`src/rtl/opcode_tag_decoder_pkg.sv`:
```
`default_nettype none
// +--------------------------------------------------------------------+
// | opcode_tag_decoder_pkg                                             |
// | Shared opcode tag types, decoded-op struct and tag legality limit. |
// | Revision: 1.0                                                      |
// +--------------------------------------------------------------------+
package opcode_tag_decoder_pkg;

    localparam int DWORD_LOG2          = 6;
    localparam int OPCODE_INDEX_W      = DWORD_LOG2;
    localparam int OPCODE_TAG_W        = 9;
    localparam logic [31:0] OPCODE_TAG_MAX_LEGAL = 32'h13F;

    typedef logic [OPCODE_TAG_W-1:0] opcodeTagT;

    typedef enum logic [2:0] {
        OPCODEATYPE_READ  = 3'd0,
        OPCODEATYPE_WRITE = 3'd1,
        OPCODEATYPE_WAIT  = 3'd2,
        OPCODEATYPE_EVICT = 3'd3,
        OPCODEATYPE_TRIM  = 3'd4
    } opcodeEnumT;

    typedef struct packed {
        opcodeEnumT                opType;
        logic [OPCODE_INDEX_W-1:0] index;
    } decodedOpSt;

endpackage
`default_nettype wire

```
`src/rtl/opcode_fifo.sv`:
```
`default_nettype none
// +--------------------------------------------------------------------+
// | opcode_fifo                                                        |
// | Synchronous FIFO with flop storage, head read straight from flops. |
// | Revision: 1.0                                                      |
// +--------------------------------------------------------------------+
module opcode_fifo #(
    parameter int DEPTH = 4,
    parameter int WIDTH = 9
) (
    input  logic                       clk,
    input  logic                       rst,
    input  logic                       push_i,
    input  logic [WIDTH-1:0]           din_i,
    input  logic                       pop_i,
    output logic [WIDTH-1:0]           dout_o,
    output logic                       full_o,
    output logic                       empty_o,
    output logic [$clog2(DEPTH):0]     count_o
);

    localparam int PTR_W = $clog2(DEPTH);
    localparam int CNT_W = PTR_W + 1;

    logic [WIDTH-1:0] mem_q [DEPTH];
    logic [PTR_W-1:0] wr_ptr_q, rd_ptr_q;
    logic [CNT_W-1:0] count_q, count_d;

    always_comb begin
        count_d = count_q;
        if (push_i && !pop_i)
            count_d = count_q + CNT_W'(1);
        else if (pop_i && !push_i)
            count_d = count_q - CNT_W'(1);
    end

    // When full, a simultaneous push overwrites the slot being popped; the
    // popped value is the pre-edge contents, so ordering is preserved.
    always_ff @(posedge clk or posedge rst) begin
        if (rst) begin
            for (int i = 0; i < DEPTH; i++)
                mem_q[i] <= '0;
            wr_ptr_q <= '0;
            rd_ptr_q <= '0;
            count_q  <= '0;
        end else begin
            if (push_i) begin
                mem_q[wr_ptr_q] <= din_i;
                wr_ptr_q        <= wr_ptr_q + PTR_W'(1);
            end
            if (pop_i)
                rd_ptr_q <= rd_ptr_q + PTR_W'(1);
            count_q <= count_d;
        end
    end

    assign dout_o  = mem_q[rd_ptr_q];
    assign full_o  = (count_q == CNT_W'(DEPTH));
    assign empty_o = (count_q == '0);
    assign count_o = count_q;

    a_no_overflow: assert property (@(posedge clk) disable iff (rst)
        !(push_i && full_o && !pop_i));
    a_no_underflow: assert property (@(posedge clk) disable iff (rst)
        !(pop_i && empty_o));

endmodule
`default_nettype wire

```
`src/rtl/opcode_tag_decoder.sv`:
```
`default_nettype none
// +--------------------------------------------------------------------+
// | opcode_tag_decoder                                                 |
// | Splits opcode tags into {type,index}, buffers them, counts illegal.|
// | Revision: 1.0                                                      |
// +--------------------------------------------------------------------+
module opcode_tag_decoder
    import opcode_tag_decoder_pkg::*;
#(
    parameter int DEPTH     = 4,
    parameter int ERR_CNT_W = 8
) (
    input  logic                    clk,
    input  logic                    rst,
    input  logic                    tag_valid,
    output logic                    tag_ready,
    input  logic [8:0]              tag,
    output logic                    op_valid,
    input  logic                    op_ready,
    output logic [8:0]              op,
    output logic                    err_sticky,
    output logic [ERR_CNT_W-1:0]    err_count,
    input  logic                    err_clr,
    output logic [$clog2(DEPTH):0]  occupancy
);

    decodedOpSt             dec_w;
    logic                   legal_w;
    logic                   accept_w;
    logic                   push_w;
    logic                   pop_w;
    logic                   full_w;
    logic                   empty_w;
    logic                   ready_q;
    logic                   err_sticky_q, err_sticky_d;
    logic [ERR_CNT_W-1:0]   err_count_q, err_count_d;

    assign dec_w.opType = opcodeEnumT'(tag[8:6]);
    assign dec_w.index  = tag[OPCODE_INDEX_W-1:0];
    assign legal_w      = ({23'd0, tag} <= OPCODE_TAG_MAX_LEGAL);

    // Held low through reset; rises on the first clock after release.
    always_ff @(posedge clk or posedge rst) begin
        if (rst) ready_q <= 1'b0;
        else     ready_q <= 1'b1;
    end

    assign pop_w     = op_valid && op_ready;
    assign tag_ready = ready_q && (!legal_w || !full_w || pop_w);
    assign accept_w  = tag_valid && tag_ready;
    assign push_w    = accept_w && legal_w;

    opcode_fifo #(
        .DEPTH (DEPTH),
        .WIDTH ($bits(decodedOpSt))
    ) u_fifo (
        .clk     (clk),
        .rst     (rst),
        .push_i  (push_w),
        .din_i   (dec_w),
        .pop_i   (pop_w),
        .dout_o  (op),
        .full_o  (full_w),
        .empty_o (empty_w),
        .count_o (occupancy)
    );

    assign op_valid = !empty_w;

    always_comb begin
        err_sticky_d = err_sticky_q;
        err_count_d  = err_count_q;
        if (err_clr) begin
            err_sticky_d = 1'b0;
            err_count_d  = '0;
        end else if (accept_w && !legal_w) begin
            err_sticky_d = 1'b1;
            if (err_count_q != '1)
                err_count_d = err_count_q + ERR_CNT_W'(1);
        end
    end

    always_ff @(posedge clk or posedge rst) begin
        if (rst) begin
            err_sticky_q <= 1'b0;
            err_count_q  <= '0;
        end else begin
            err_sticky_q <= err_sticky_d;
            err_count_q  <= err_count_d;
        end
    end

    assign err_sticky = err_sticky_q;
    assign err_count  = err_count_q;

    a_op_type_legal: assert property (@(posedge clk) disable iff (rst)
        op_valid |-> (op[8:6] <= OPCODEATYPE_TRIM));
    a_op_stable: assert property (@(posedge clk) disable iff (rst)
        (op_valid && !op_ready) |=> (op_valid && $stable(op)));

endmodule
`default_nettype wire
```
`config.mk`:
```
export PLATFORM = sky130hd
export DESIGN_NAME = opcode_tag_decoder
export DESIGN_NICKNAME = d
export VERILOG_FILES = /design/src/rtl/opcode_tag_decoder_pkg.sv /design/src/rtl/opcode_fifo.sv /design/src/rtl/opcode_tag_decoder.sv
export SDC_FILE = /design/constraint.sdc
export NUM_CORES = 1
export LEC_CHECK = 0
export CORE_UTILIZATION = 48
export CTS_CLUSTER_SIZE = 24
export DETAILED_ROUTE_END_ITERATION = 12
export GPL_TIMING_DRIVEN = 1
export HOLD_SLACK_MARGIN = 0.03
export PLACE_DENSITY = 0.75
export SYNTH_ARGS = -nofsm -noshare
export SYNTH_HDL_FRONTEND = slang
export SYNTH_SLANG_ARGS = --single-unit
```
`constraint.sdc`:
```
create_clock -name clk -period 2.1 [get_ports clk]
set_clock_uncertainty 0.1 [all_clocks]
set_input_delay 0.42 -clock clk [delete_from_list [all_inputs] [get_ports clk]]
set_output_delay 0.42 -clock clk [all_outputs]
set_load 0.02 [all_outputs]
```
==> flow_metrics.tcl, run 1 <==
set metrics [dict create \
    synth_cells 170 \
    grt_max_degree 23 \
    wl_um 4949 \
    die_w_um 73.21 \
    startpoint_type "flop" \
    max_freq_mhz 476.8 \
    slew_violations 0 \
    io_pins 37 \
    synthSimpleGateAreaFrac 0.06787 \
    synthTopCellsByArea "dfrtp_1 54%, mux2_2 17%, mux4_2 8.3%" \
    crit_type "reg2out" \
    r2r_end "u_fifo.count_o[2]" \
    wire_per_inst_um 16.50 \
    grt_pass1_wl_um 8362 \
    dieArea_sq_mm 0.005359 \
    dp_cells 291 \
    cpPeakStageDelay_ns 0.53 \
    initial_core_util 0.5085 \
    port_buffers 36 \
    cp.required_ns 1.58 \
    vias_per_cell 5.267 \
    r2r_slack_ns 0.07 \
    crit_chain "buf_12, mux4_2, buf_6" \
    num_vias 1580 \
    row_count 25 \
    drtIter0Drc 75 \
    end_kind "output port" \
    seq_area_frac_synth 0.5450 \
    power_density_mw_per_mm2 1371 \
    reg2reg_from "u_fifo.count_o[2]" \
    slowest_stage "mux4_2" \
    routabilityCongestion 0.7400 \
    drt-pass1-iter-count 4 \
    synth.distinct_cells 34 \
    ys_warn_count 0 \
    crit_arrival_ns 1.58 \
    drc_errors 0 \
    synth-compound-area-share 0.03702 \
    synth_mux_area_frac 0.2586 \
    diodes 0 \
    yosysTopAreaCell "dfrtp_1" \
    root_buffer "clkbuf_8" \
    utilization 0.6748 \
    syn-num-nets 191 \
    cts_tree "built" \
    grt_overflow 0 \
    area_growth_syn_to_layout_pct 32.70 \
    slew-limit-headroom 0.6636 \
    timing.hold.ws_ns 0.3570 \
    synth-xor-area-share 0.03599 \
    period_share 0.9988 \
    mostFrequentLayoutCells "50 x dfrtp_1, 36 x mux2_2, 20 x clkdlybuf4s50_1, 20 x buf_4, 10 x buf_6" \
    clockBufferDepth 2 \
    clkTransAtPathRegs_ns 0.10 \
    setup_viol 0 \
    synth.cell_area_sq_mm 0.002434 \
    mostFrequentLayoutCell "dfrtp_1" \
    place_hpwl_um 3640 \
    cts-buffers-inserted 5 \
    fillers 358 \
    htreeDepth 2 \
    worstMarginPinSlew_ns 0.5038 \
    clock_sinks 53 \
    min_period_ns 2.098 \
    p_leak_nw 1.419 \
    synth_top_area_frac 0.5450 \
    nNetsFinal 253 \
    antenna_found_initial 0 \
    cap_violations 0 \
    syn_avg_cell_area_sq_um 14.32 \
    track_usage 0.2106 \
    peakVddDrop_mv 0.9842 \
    die_h_um 73.21 \
    clkLatencyLatePin_ns 0.30 \
    outcome "completed" \
    fin_ws_ns 0.002492 \
    cp_max_fo 7 \
    synth-seq-cells 53 \
    rsz0062_at_grt "yes" \
    synthAdderAreaFrac 0.03907 \
    synth_top_family_by_area "multiplexers" \
    coreArea_sq_mm 0.004786 \
    cts_hold_buf 0 \
    stdcell_count 300 \
    drive_gt1_frac 0.4506 \
    grt_pass1_vias 1767 \
    worstHoldPathType "in2async" \
    ant_nets 0 \
    hold_viol 0 \
    rr_worst_depth 8 \
    post-place-ws_ns -0.5141 \
]
[critical path, delay by kind of cell (launching register included)]
family | cells | cell delay (ns)
muxes | 1 | 0.53
DFF | 1 | 0.43
buffers and inverters | 2 | 0.31
[power breakdown]
| part | total [mW] | switching [mW] | internal (mW) |
|---|---|---|---|
| Combinational | 2.12 | 0.859 | 1.26 |
| Clock | 0.615 | 0.317 | 0.299 |
| Sequential | 1.70 | 0.252 | 1.44 |
| Total | 4.43 | 1.43 | 3.00 |
[logic make-up (layout without fill, tap and decap cells)]
logic type | after synthesis | count (layout)
other cells | 1 | 1
fa+ha+maj | 7 | 7
compound gates | 13 | 13
buf+inv | 9 | 72
mux | 47 | 47
xor+xnor | 10 | 10
flops | 53 | 53
simple gates | 30 | 30
[state kept, by name (all words and copies together) (netlist names)]
name and flops:
err_sticky 1, u_fifo.count_o 3, err_count 8, ready_q 1, u_fifo.mem_q 36, u_fifo.rd_ptr_q 2
u_fifo.wr_ptr_q 2
[synthesized netlist by cell type]
| cell type | count |
|---|---|
| a21boi_0 | 1 |
| a21oi_1 | 3 |
| and2_1 | 1 |
| buf_1 | 1 |
| buf_2 | 2 |
| clkbuf_1 | 1 |
| conb_1 | 1 |
| dfrtp_1 | 53 |
| fa_1 | 1 |
| ha_1 | 6 |
| inv_1 | 5 |
| mux2_2 | 37 |
| mux2i_1 | 1 |
| mux4_2 | 9 |
| nand2_1 | 4 |
| nand2_2 | 4 |
| nand3_1 | 3 |
| nand4_1 | 1 |
| nand4b_1 | 1 |
| nor2_1 | 9 |
| nor3b_1 | 1 |
| nor4b_1 | 1 |
| o2111a_1 | 1 |
| o2111ai_1 | 1 |
| o211ai_1 | 1 |
| o21ai_0 | 3 |
| o21ai_2 | 1 |
| o31ai_1 | 1 |
| o41ai_1 | 1 |
| or3_1 | 2 |
| or3_4 | 1 |
| or4_1 | 2 |
| xnor2_1 | 5 |
| xor2_1 | 5 |
[stage by stage]
step	cell area [sq um]	setup TNS (ns)	total power [mW]
finish	3229	0	4.427
global route	3229	-0.2566	4.691
CTS	3181	-0.1216	4.265
detailed placement	3085	-11.79	3.737
global placement	3085	-10.29	3.620
floorplan	2471	-0.01198	2.883
[per-layer routing]
layer,vias up,routed length (um),GRT usage
li1,743,-,-
met2,39,2508,0.3642
met5,-,0,0
met4,0,89,0.07625
met3,11,150,0.03591
met1,787,2201,0.2657
[layout make-up]
type / instances / area, sq um / area share
inverters: 5 / 18.77 / 0.005812
clock buffers: 7 / 96.34 / 0.02983
repair buffers: 59 / 570.5 / 0.1767
flip-flops and latches: 53 / 1330 / 0.4119
multi-input cells: 108 / 1125 / 0.3483
well taps: 67 / 83.83 / 0.02596
clock inverters: 1 / 5.005 / 0.001550
[worst max path at each step]
| stage | from | endpoint | slack (ns) | cells after the start |
|---|---|---|---|---|
| 5_1_grt | u_fifo.rd_ptr_q[0] | op[6] | -0.05 | 3 |
| 3_3_place_gp | tag[6] | u_fifo.count_o[2] | -0.44 | 10 |
| 4_1_cts | u_fifo.rd_ptr_q[0] | op[8] | -0.06 | 4 |
| 2_1_floorplan | u_fifo.count_o[2] | u_fifo.count_o[2] | -0.01 | 9 |
| 3_5_place_dp | tag[6] | u_fifo.count_o[2] | -0.51 | 10 |
| 6_report | u_fifo.rd_ptr_q[0] | op[6] | 0.002 | 3 |
[timing repair]
item | 4_1_cts | 5_1_grt
pin swaps | 6 | 4
resized for setup | 53 | 18
hold endpoints to repair | 0 | 0
endpoints found under the setup margin | 13 | 11
buffers inserted | 2 | 1
No activity file was read; power rests on OpenSTA's default activity.
==> run 2, diff against run 1 <==
Settings changed: SLEW_MARGIN from default to 5.
==> results of run 2 <==
The final DEF is identical to that of run 1; final timing and power are the same.
==> edit: new RTL, config.mk and constraints of run 2 <==
`DEPTH` is set to 4 in 2 places; all go to 2.
--- a/src/rtl/opcode_fifo.sv
+++ b/src/rtl/opcode_fifo.sv
@@ -5,7 +5,7 @@
 // | Revision: 1.0                                                      |
 // +--------------------------------------------------------------------+
 module opcode_fifo #(
-    parameter int DEPTH = 4,
+    parameter int DEPTH = 2,
     parameter int WIDTH = 9
 ) (
     input  logic                       clk,
--- a/src/rtl/opcode_tag_decoder.sv
+++ b/src/rtl/opcode_tag_decoder.sv
@@ -7,7 +7,7 @@
 module opcode_tag_decoder
     import opcode_tag_decoder_pkg::*;
 #(
-    parameter int DEPTH     = 4,
+    parameter int DEPTH     = 2,
     parameter int ERR_CNT_W = 8
 ) (
     input  logic                    clk,
Interface: changed (resized occupancy); port bits go from 37 to 36. No check against the original RTL was run, so the function may have changed too.
==> edit against run 2 <==
  * Largest power group unchanged
  * Global-route usage shrank 1.7 points
  * Power fell by 44%
  * Synthesized cell count decreased by 32%
  * Area after synthesis down 36%
  * Final area decreased by 36%
  * Routed wire length is 40% lower
  * Register-to-register slack improved by 0.19 ns
  * Combinational power fell by 47%
  * Clock power shrank 42%
  * Setup slack better by 0.080 ns
  * Sequential cell count decreased by 21
  * Largest cell class unchanged
  * Hold slack better by 0.021 ns
  * Fmax is 4.0% higher
==> edit: results (changes against run 2) <==
stage	metric	value	unit	change
global_route	grt_usage	0.194		-0.0166
final_layout	largest-register	u_fifo.mem_q		
final_layout	final_layout_size_suffix_gt1_frac	0.311		-0.140
global_route	grt_max_degree	33		+43%
clocking	htree_levels	2		unchanged
clocking	numCtsBuffers	5		unchanged
pwr	power.static_leakage	0.880	nW	-38%
clocking	clkTransAtPathRegs	0.09	ns	
pwr	pg_clk	0.359	mW	-42%
pwr	seq_power_share	0.397		+0.014
placed_design	place_ws	-0.371	ns	+0.143 ns
final_layout	syn2layout_area_growth	34.1	%	
global_route	antenna_found_initial	0		unchanged
synth	ys_types	31		-8.8%
final_layout	final_cells	208		-31%
flow_run	maxCapViolCount	0		unchanged
run_status	status	finished, final reports clean		
worst_setup_path	slowest_delay	0.41	ns	-0.12 ns
placed_design	gp_congestion	0.756		+2.1%
drt	drtPass1Iterations	4		unchanged
drt	viasPerCell	4.96		-5.9%
global_route	first_global_vias	1051		-41%
final_layout	fill_cells	255		-29%
pwr	p_int	1.65	mW	-45%
final_layout	final_nets	179		-29%
drt	drt_iter0_drc	21		-72%
global_route	grt_first_pass_wirelength	4810	µm	-42%
synth	syn_avg_cell_area	13.4	µm²	-6.1%
synth	synth_edf_count	0		unchanged
worst_setup_path	crit_slowest_cell	dfrtp_1		
clocking	cts-resized-gates	15		-72%
synth	yosysSeqAreaShare	0.518		-0.0272
placed_design	dp_hpwl	2080	µm	-43%
synth	synthTopCellsByCount	32 x dfrtp_1, 18 x mux2_2, 9 x mux2_4		
final_layout	diodes	0		unchanged
worst_setup_path	worst_ep_arrival_time	1.50	ns	-0.08 ns
synth	async_flop_share	1.00		unchanged
synth	yosys-top-cells-area	dfrtp_1 52%, mux2_2 13%, mux2_4 8.7%, xnor2_1 4.5%, a2111oi_2 1.9%		
pwr	netSwitchingPower	0.813	mW	-43%
clocking	clock_latency	0.32	ns	+0.02 ns
clocking	cts_max_path_buffers	2		unchanged
synth	syn_nets	131		-31%
clocking	clockRootBuffer	clkbuf_4		
clocking	post-cts-setup-buffers	0		-2
placed_design	placed_area	0.00202	mm²	-34%
placed_design	io_buffers	35		-2.8%
drt	drt-total-wl	2960	µm	-40%
final_layout	largest_register_ffs	18		-50%
pwr	ir_drop	0.812	mV	-18%
worst_setup_path	worstPathMaxFanout	9		+2
hold_path	worstHoldPathType	input port to async pin		
synth	yosys_warnings	0		unchanged
synth	ys.flop_type	dfrtp_1		
worst_setup_path	crit_family	buffers and inverters		
placed_design	dp.cells	200		-31%
## edit: changes by cell type after synthesis, moves of 3 or more
cell | before | now
nand2_2 | 4 | 1
dfrtp_1 | 53 | 32
xnor2_1 | 5 | 8
mux4_2 | 9 | 0
ha_1 | 6 | 2
mux2_4 | 0 | 9
mux2_2 | 37 | 18
## edit: logic make-up after synthesis
logic type	after synthesis	share of synthesized area
fa+ha+maj	2	0.0162
compound gates	11	0.0623
mux	28	0.225
simple gates	22	0.0850
flops	32	0.518
xor+xnor	11	0.0623
other cells	1	0.00242
buf+inv	8	0.0291
## edit: per-layer routing
metal / track usage / up-vias / part of all wire
li1: - / 501 / -
met3: 0.0703 / 3 / 0.041
met4: 0.0714 / 0 / 0.0074
met5: 0 / - / 0
met2: 0.299 / 22 / 0.49
met1: 0.251 / 505 / 0.46
## edit: final timing paths
kind                                          startpoint                           to  slack (ns)  depth (start not counted)
hold / removal                                       rst     err_count[6]$_DFFE_PP0P_        0.38                          3
setup reg to reg           u_fifo.count_o[0]$_DFFE_PP0P_  u_fifo.mem_q[8]$_DFFE_PP0P_        0.26                          5
max in group asynchronous                            rst  u_fifo.rd_ptr_q$_DFFE_PP0P_        1.24                          3
setup / recovery             u_fifo.rd_ptr_q$_DFFE_PP0P_                        op[7]        0.08                          3
min in group clk             u_fifo.mem_q[3]$_DFFE_PP0P_  u_fifo.mem_q[3]$_DFFE_PP0P_        0.41                          1
hold reg to reg              u_fifo.mem_q[3]$_DFFE_PP0P_  u_fifo.mem_q[3]$_DFFE_PP0P_        0.41                          1
## edit: cell type report
class	count	share of cell area
Clock buffer	8	0.0283
Multi-Input combinational cell	75	0.338
Tap cell	44	0.0265
Sequential cell	32	0.386
Timing Repair Buffer	45	0.214
Inverter	4	0.00724
